$ cat src/rtl/foreign_pkg.sv
// Shared types and byte constants for the foreign (x86) prefix sequencer.
// Holds the state encoding, prefix/escape byte values and desc_mask field layout.
package foreign_pkg;

    typedef enum logic [1:0] {
        S_PFX  = 2'd0,
        S_ESC1 = 2'd1,
        S_ESC2 = 2'd2,
        S_OUT  = 2'd3
    } state_t;

    localparam logic [7:0] P_OPSZ  = 8'h66;
    localparam logic [7:0] P_REPNE = 8'hF2;
    localparam logic [7:0] P_REP   = 8'hF3;
    localparam logic [7:0] ESC0F   = 8'h0F;
    localparam logic [7:0] ESC38   = 8'h38;
    localparam logic [7:0] ESC3A   = 8'h3A;
    localparam logic [7:0] P_ES    = 8'h26;
    localparam logic [7:0] P_CS    = 8'h2E;
    localparam logic [7:0] P_SS    = 8'h36;
    localparam logic [7:0] P_DS    = 8'h3E;
    localparam logic [7:0] P_FS    = 8'h64;
    localparam logic [7:0] P_GS    = 8'h65;
    localparam logic [7:0] P_ASZ   = 8'h67;
    localparam logic [7:0] P_LOCK  = 8'hF0;

    localparam logic [1:0] OPSZ_66  = 2'b01;
    localparam logic [1:0] OPSZ_F2  = 2'b10;
    localparam logic [1:0] OPSZ_F3  = 2'b11;
    localparam logic [1:0] MAP_0F   = 2'b01;
    localparam logic [1:0] MAP_0F38 = 2'b10;
    localparam logic [1:0] MAP_0F3A = 2'b11;

    localparam int unsigned REX_LSB  = 12;
    localparam int unsigned OPSZ_LSB = 10;
    localparam int unsigned MAP_LSB  = 8;

    localparam logic [15:0] REX_FIELD  = 16'hF000;
    localparam logic [15:0] OPSZ_FIELD = 16'h0C00;
    localparam logic [15:0] MAP_FIELD  = 16'h0300;

    localparam int unsigned MAX_LEN_DEFAULT = 15;

    function automatic logic [15:0] place2(input logic [1:0] code, input int unsigned lsb);
        return 16'(code) << lsb;
    endfunction

endpackage

$ cat src/rtl/foreign_prefix_classify.sv
// Combinational byte classifier: decides how one byte updates the prefix mask
// at the current escape level and whether it ends the instruction.
module foreign_prefix_classify
    import foreign_pkg::*;
(
    input  logic [7:0]  byte_in,
    input  logic [1:0]  level,
    input  logic        is64,
    output logic [15:0] upd_mask,
    output logic [15:0] upd_val,
    output logic        is_legacy,
    output logic        is_rex,
    output logic        is_escape,
    output logic        is_terminal
);

    logic [1:0] opsz_code;

    always_comb begin
        opsz_code = OPSZ_F3;
        if (byte_in == P_OPSZ)
            opsz_code = OPSZ_66;
        else if (byte_in == P_REPNE)
            opsz_code = OPSZ_F2;
    end

    always_comb begin
        upd_mask    = '0;
        upd_val     = '0;
        is_legacy   = 1'b0;
        is_rex      = 1'b0;
        is_escape   = 1'b0;
        is_terminal = 1'b0;
        case (level)
            2'd0: begin
                // Any legacy prefix kills a preceding REX, so they all touch REX_FIELD.
                if (byte_in inside {P_OPSZ, P_REPNE, P_REP}) begin
                    is_legacy = 1'b1;
                    upd_mask  = REX_FIELD | OPSZ_FIELD;
                    upd_val   = place2(opsz_code, OPSZ_LSB);
                end else if (byte_in inside {P_ES, P_CS, P_SS, P_DS, P_FS, P_GS, P_ASZ, P_LOCK}) begin
                    is_legacy = 1'b1;
                    upd_mask  = REX_FIELD;
                end else if (is64 && byte_in[7:4] == 4'h4) begin
                    is_rex   = 1'b1;
                    upd_mask = REX_FIELD;
                    upd_val  = 16'(byte_in[3:0]) << REX_LSB;
                end else if (byte_in == ESC0F) begin
                    is_escape = 1'b1;
                    upd_mask  = MAP_FIELD;
                    upd_val   = place2(MAP_0F, MAP_LSB);
                end else begin
                    is_terminal = 1'b1;
                end
            end
            2'd1: begin
                if (byte_in == ESC38) begin
                    is_escape = 1'b1;
                    upd_mask  = MAP_FIELD;
                    upd_val   = place2(MAP_0F38, MAP_LSB);
                end else if (byte_in == ESC3A) begin
                    is_escape = 1'b1;
                    upd_mask  = MAP_FIELD;
                    upd_val   = place2(MAP_0F3A, MAP_LSB);
                end else begin
                    is_terminal = 1'b1;
                end
            end
            default: is_terminal = 1'b1;
        endcase
    end

endmodule

$ cat src/rtl/foreign_prefix_seq.sv
// Byte-serial x86 prefix/escape sequencer: accumulates the prefix mask and
// length, then holds a descriptor for the decode stage via valid/ready.
module foreign_prefix_seq
    import foreign_pkg::*;
#(
    parameter int unsigned MAX_LEN = MAX_LEN_DEFAULT
) (
    input  logic        clk,
    input  logic        rst,
    input  logic        is64,
    input  logic        byte_valid,
    input  logic [7:0]  byte_in,
    output logic        byte_ready,
    input  logic        flush,
    output logic        desc_valid,
    input  logic        desc_ready,
    output logic [15:0] desc_mask,
    output logic [7:0]  desc_opcode,
    output logic [3:0]  desc_len,
    output logic        desc_err
);

    localparam logic [3:0] LEN_LIMIT = 4'(MAX_LEN);

    state_t      state;
    logic [15:0] mask_acc;
    logic [3:0]  len_acc;

    logic [1:0]  level;
    logic [15:0] upd_mask;
    logic [15:0] upd_val;
    logic        is_legacy;
    logic        is_rex;
    logic        is_escape;
    logic        is_terminal;

    logic [15:0] new_mask;
    logic [3:0]  new_len;
    logic        overlen;

    assign level      = 2'(state);
    assign byte_ready = rst & ~flush & (state != S_OUT);

    foreign_prefix_classify u_classify (
        .byte_in     (byte_in),
        .level       (level),
        .is64        (is64),
        .upd_mask    (upd_mask),
        .upd_val     (upd_val),
        .is_legacy   (is_legacy),
        .is_rex      (is_rex),
        .is_escape   (is_escape),
        .is_terminal (is_terminal)
    );

    assign new_mask = (mask_acc & ~upd_mask) | (upd_val & upd_mask);
    assign new_len  = len_acc + 4'd1;
    // Field updates of the forced byte still land in the mask.
    assign overlen  = (new_len == LEN_LIMIT) && !is_terminal;

    always_ff @(posedge clk) begin
        if (!rst) begin
            state       <= S_PFX;
            mask_acc    <= '0;
            len_acc     <= '0;
            desc_valid  <= 1'b0;
            desc_mask   <= '0;
            desc_opcode <= '0;
            desc_len    <= '0;
            desc_err    <= 1'b0;
        end else if (flush) begin
            state       <= S_PFX;
            mask_acc    <= '0;
            len_acc     <= '0;
            desc_valid  <= 1'b0;
            desc_mask   <= '0;
            desc_opcode <= '0;
            desc_len    <= '0;
            desc_err    <= 1'b0;
        end else if (state == S_OUT) begin
            if (desc_ready) begin
                state       <= S_PFX;
                mask_acc    <= '0;
                len_acc     <= '0;
                desc_valid  <= 1'b0;
                desc_mask   <= '0;
                desc_opcode <= '0;
                desc_len    <= '0;
                desc_err    <= 1'b0;
            end
        end else if (byte_valid) begin
            mask_acc <= new_mask;
            len_acc  <= new_len;
            if (is_terminal || overlen) begin
                state       <= S_OUT;
                desc_valid  <= 1'b1;
                desc_mask   <= new_mask;
                desc_opcode <= byte_in;
                desc_len    <= new_len;
                desc_err    <= overlen;
            end else if (is_escape) begin
                state <= (state == S_PFX) ? S_ESC1 : S_ESC2;
            end else if (is_legacy || is_rex) begin
                state <= state;
            end
        end
    end

endmodule

$ cat config.mk
export PLATFORM = sky130hd
export DESIGN_NAME = foreign_prefix_seq
export DESIGN_NICKNAME = d
export VERILOG_FILES = /design/src/rtl/foreign_pkg.sv /design/src/rtl/foreign_prefix_classify.sv /design/src/rtl/foreign_prefix_seq.sv
export SDC_FILE = /design/constraint.sdc
export NUM_CORES = 1
export LEC_CHECK = 0
export CAP_MARGIN = 10
export CORE_ASPECT_RATIO = 1.5
export CORE_UTILIZATION = 52
export DETAILED_ROUTE_END_ITERATION = 7
export PLACE_DENSITY = 0.79
export SLEW_MARGIN = 20
export SYNTH_ARGS = -nofsm -noshare
export SYNTH_HDL_FRONTEND = slang
export SYNTH_SLANG_ARGS = --single-unit
$ cat constraint.sdc
create_clock -name clk -period 2.33 [get_ports clk]
set_input_delay 0.3495 -clock clk [delete_from_list [all_inputs] [get_ports clk]]
set_output_delay 0.3495 -clock clk [all_outputs]
set_load 0.01 [all_outputs]
# Word level (Yosys, flattened, before mapping)
# Index checks and enable logic that the tools add are counted.
totals:
  reg_bits: 52
  word_cells: 109
classes:
  addsub: 1
  n_reduce_logical: 14
  n_eq_ne: 20
  mux: 58
  n_bitwise: 8
op_table:
  columns: ["op", "count"]
  rows:
  - ["$mux 16", 14]
  - ["$pmux 16 s2", 2]
  - ["$eq 8x6->1 const B", 6]
  - ["$and 16x16->16", 2]
  - ["$eq 8x7->1 const B", 4]
  - ["$mux 8", 4]
  - ["$eq 8x8->1 const B", 3]
  - ["$mux 4", 6]
  - ["$mux 1", 20]
  - ["$mux 10", 2]
  - ["$not 16->16", 1]
  - ["$or 16x16->16", 1]
  - ["$mux 2", 7]
  - ["$mux 9", 1]
  - ["$eq 8x4->1 const B", 1]
  - ["$reduce_bool 8->1", 1]
  - ["$reduce_and 3->1", 2]
  - ["$reduce_bool 3->1", 2]
  - ["$add 4x1->4 const B", 1]
  - ["$eq 4x3->1 const B", 1]
  - ["$eq 4x4->1 const B", 1]
  - ["$ne 2x2->1 const B", 2]
  - ["$pmux 1 s2", 2]
  - ["$reduce_bool 2->1", 2]
  - ["10 further kinds", 13]

# Depth between registers and ports, before layout
# Gate-level depths: netlist (run 1).
depth:
  depth_word: 12
  ltp_mapped: 9
  ltp_nobuf: 7

# Hierarchy
# From an unflattened synthesis (run 1), not the netlist that was laid out.
hier_totals:
  hier_cells: 327
  hier_area_um2: 2844.0
modules_own_cells:
  columns: ["mod", "seq_area_each_um2", "cells_each", "area_per_inst_um2", "instances"]
  rows:
  - ["foreign_prefix_seq", 1041.0, 271, 2438.6, 1]
  - ["foreign_prefix_classify", 0.0, 56, 405.4, 1]

# Worst setup path after synthesis (run 1)
# OpenSTA, ideal clock, no wires.
synth_path:
  path_kind: "register -> register"
  start: "reg len_acc[1]"
  end: "reg desc_mask[10]"
  path_slack_ns: 0.466
  path_stages_with_launch: 10
  arrival_time_ns: 1.793
  synth_period_minus_slack_ns: 1.864
  setup_ns: 0.071
  cell_sequence: "dfxtp_1 > ha_1 > nor2b_1 > a21oi_1 > o22ai_2 > o21a_1 > clkbuf_1 > buf_2 > nand3_1 > a21oi_1"
synth_via:
  elab_chain_len: 6
synth_rtl:
  columns: ["item", "line_no", "source"]
  rows:
  - ["from (decl)", "foreign_prefix_seq.sv:27", "logic [3:0] len_acc;"]
  - ["from (signal assigned)", "foreign_prefix_seq.sv:93", "len_acc <= new_len;"]
  - ["$add 4x1->4", "foreign_prefix_seq.sv:57", "assign new_len = len_acc + 4'd1;"]
  - ["$eq 4x4->1", "foreign_prefix_seq.sv:59", "assign overlen = (new_len == LEN_LIMIT) && !is_terminal;"]
  - ["$logic_and 1x1->1", "foreign_prefix_seq.sv:59", null]
  - ["$logic_or 1x1->1", "foreign_prefix_seq.sv:94", "if (is_terminal || overlen) begin"]
  - ["$reduce_bool 2->1 (no line)", null, null]
  - ["$reduce_and 3->1 (no line)", null, null]
  - ["to (signal assigned)", "foreign_prefix_seq.sv:97", "desc_mask <= new_mask;"]
  - ["to (decl)", "foreign_prefix_seq.sv:17", "output logic [15:0] desc_mask,"]
# Every way passes these cells.
# A chain may end at the register's enable or synchronous reset.

# Worst setup path in the final report (run 1)
layout_path:
  start: "in byte_in[7]"
  end: "reg desc_mask[13]"
layout_via:
  elab_chain_len: 12
  elab_cells_between_ends: 45
  cone_classes: "15 x eq/ne; 18 x mux; 4 x bitwise; 8 x reduce/logical"
layout_rtl:
  columns: ["item", "line_no", "source"]
  rows:
  - ["from (decl)", "foreign_prefix_seq.sv:12", "input logic [7:0] byte_in,"]
  - ["parallel branches: the longest is 12 deep, another holds $mux 16", null, null]
# Several ways; the timed one is not identified. The select of a mux whose other input is x is not followed.

==> results of run 1 <==
## final cells by class
type	instances	share of cell area, %
clock buffer	5	2.11
clock inverter	2	1.84
inverter	5	0.576
multi-input combinational	211	38.9
sequential	52	31.9
tap	48	1.84
timing repair buffer	81	22.8
## layout by cell type, fill, tap and decap left out, drive strengths merged, types with 4 or more instances in the layout
cell type      instances
a211oi                 4
a21oi                 34
a22oi                  6
and2                   6
and3                   8
buf                   37
clkbuf                 5
clkdlybuf4s50         44
dfxtp                 52
inv                    5
nand2                 27
nand3                 22
nor2                  14
nor2b                  8
o211ai                28
o21ai                 17
## cell families (layout without fill, tap and decap cells)
logic type | Yosys count | count (layout) | share of synthesized area (%)
AO/OA/AOI/OAI | 106 | 106 | 28.5
buffers and inverters | 27 | 93 | 5.25
flip-flops | 52 | 52 | 42.8
XOR/XNOR | 2 | 2 | 0.720
AND/OR/NAND/NOR | 101 | 101 | 21.7
adder cells (fa/ha/maj) | 2 | 2 | 1.03
## power breakdown
group	internal, W	switching, W
clock network	0.000423	0.000281
logic	0.000100	0.000120
registers	0.000900	0.0000116
## stage by stage
stage | area, um2 | power (W) | hold slack, ns | worst slack (ns)
after floorplan | 2430 | 0.00104 | 0.428 | 0.466
after global placement | 3130 | 0.00115 | 0.440 | -0.0981
after detailed placement | 3130 | 0.00115 | 0.444 | -0.172
after CTS | 3260 | 0.00185 | 0.458 | 0.154
after global routing | 3260 | 0.00190 | 0.473 | 0.0584
final | 3260 | 0.00184 | 0.459 | 0.127
## routing by layer
metal	vias to the layer above	track usage [%]
met3	19	4.07
met4	0	13.4
met2	54	49.8
li1	1201	-
met5	-	0
met1	1178	31.3
## flip-flops by register name, summed over array words and instances, names as in the netlist
name	count
mask_acc	16
desc_mask	16
level	2
desc_len	4
len_acc	4
desc_opcode	8
desc_err	1
desc_valid	1
## worst max-delay path: stages
cell and delay (ns):
clkdlybuf4s50_1 0.60, and4b_4 0.28, a31oi_1 0.11, o211ai_2 0.25, buf_4 0.18, a21oi_1 0.07, o21ai_0 0.31, buf_4 0.17
o21ai_0 0.07
## worst paths after layout
kind                     start       endpoint  slack, ns  cells after the start
setup / recovery    byte_in[7]  desc_mask[13]       0.13                      9
hold / removal    mask_acc[10]   mask_acc[10]       0.46                      2
setup reg to reg    len_acc[1]    desc_len[1]       0.34                      9
hold reg to reg   mask_acc[10]   mask_acc[10]       0.46                      2
==> reports/metrics.csv, run 1 <==
stage,metric,value,unit
run_status,status,"complete, but fails checks",
run_status,failing checks,DRC,
detailed_routing,post-route ant nets,0,
cells_and_area,share of layout cells above drive strength 1,14.3,%
detailed_routing,via count,2452,
detailed_routing,starting DRC count in detailed routing,117,
die,CORE AREA,0.00450,mm2
cells_and_area,final std cells w/o fill,404,
setup_path,Critical Path AT,2.40,ns
die,DIE AREA,0.00496,mm2
sta,count of final setup violators,0,
global_route,grt total ovfl,0,
synthesis,Yosys top cell by area,dfxtp_1,
cells_and_area,Synth-to-Final Area Change,34.0,%
global_route,antenna violations before repair,0,
sta,max-slew violations,0,
clock_network,CTS Buffer Depth,2,
clock_network,post-CTS setup buffer count,0,
die,I/O pin total,45,
sta,Slew headroom,67.2,%
detailed_routing,routed wl met3,219,um
synthesis,top-count cell post-synth,dfxtp_1,
placed_design,Detail Placement HPWL,4.91,mm
synthesis,synth unique cells,47,
pwr,Pleak,1.16,nW
global_route,largest net degree at the start of global routing,33,
setup_path,Setup CP Type,input pin to flop,
clock_network,CTS Buf Count,5,
detailed_routing,WL met2,3.59,mm
clock_network,Clock transition at path regs,0.09,ns
global_route,vias in the first global route,2378,
placed_design,Port Buffers,44,
sta,f_max,0.454,GHz
cells_and_area,multi-input combinational cell area,0.00127,mm2
global_route,global-route wire length before repair,10.7,mm
clock_network,H-Tree Depth,2,
cells_and_area,# fillers,360,
detailed_routing,DRC viols,5,
clock_network,CTS tree,done,
cells_and_area,register area,0.00104,mm2
pwr,PD cells,563,mW/mm2
detailed_routing,wire length on met1,2.64,mm
synthesis,"Primary FF master, synth",dfxtp_1,
die,Rows,30,
sta,Final Cycle Share,94.5,%
pwr,Max VDD drop,0.565,mV
detailed_routing,Top Metal Used,met4,
cells_and_area,Finished Core Util,72.4,%
global_route,GRT Total Usage,27.7,%
cells_and_area,# nets final,372,
sta,final hold vios,0,
synthesis,Ys Warns,0,
clock_network,TritonCTS Sinks,52,
synthesis,sequential area share after synthesis,42.8,%
synthesis,largest cells by area after synthesis,"dfxtp_1 43%, o211ai_1 8.3%, a21oi_1 7.0%, nand3_1 4.5%, nand2_1 4.2%",
sta,clk_skew,0.0102,ns
clock_network,CTS Hold Buffers Added,0,
detailed_routing,DR pass1 iterations,8,
synthesis,Synth top area share,42.8,%
placed_design,Final GP Congestion,0.870,
synthesis,synthesized flop and latch total,52,
sta,setup TNS,0,ns
die,initial core utilization,54.0,%
setup_path,crit path max fanout,5,
cells_and_area,antenna cell count,0,
synthesis,Netlist Area Pre-Place,0.00243,mm2
synthesis,Post-synth EDFFs,0,
hold_path,Hold WC Path Type,flop to flop,
sta,Final Critical Period,2.20,ns
synthesis,syn_area_per_cell,8.39,um2
synthesis,Synth top cells by count,"52 x dfxtp_1, 34 x a21oi_1, 27 x nand2_1, 27 x o211ai_1, 22 x nand3_1",
clock_network,clock root cell,clkbuf_8,
detailed_routing,via-per-instance ratio,6.07,
die,Die Width,57.8,um
setup_path,Worst EP required,2.52,ns
detailed_routing,Routed WL,6.67,mm
clock_network,post_cts resized,0,
detailed_routing,WL/cell,16.5,um
synthesis,Async SR Flop Fraction,0,%
die,Die Height,85.8,um
sta,RSZ-0062 raised after global routing,false,
setup_path,CP Capture Type,flop,
synthesis,Post-Syn Nets,306,
flow_run,number of max-cap violations,0,
synthesis,Gate Count Post-Synth,290,
sta,Least-Margin Pin Slew,0.491,ns
placed_design,Placed Instances,397,
clock_network,Clock Latency Late Sink,0.30,ns
setup_path,Worst Setup Start Kind,input pin,
(Power assumes the default switching activity.)
==> run 2, diff against run 1 <==
==> constraint.sdc (replaced) <==
create_clock -name clk -period 2.33 [get_ports clk]
set_input_delay 0.3495 -clock clk [delete_from_list [all_inputs] [get_ports clk]]
set_output_delay 0.3495 -clock clk [all_outputs]
set_load 0.02 [all_outputs]
==> results of run 2 <==
The final DEF is identical to that of run 1. Status: complete, but fails checks: DRC.
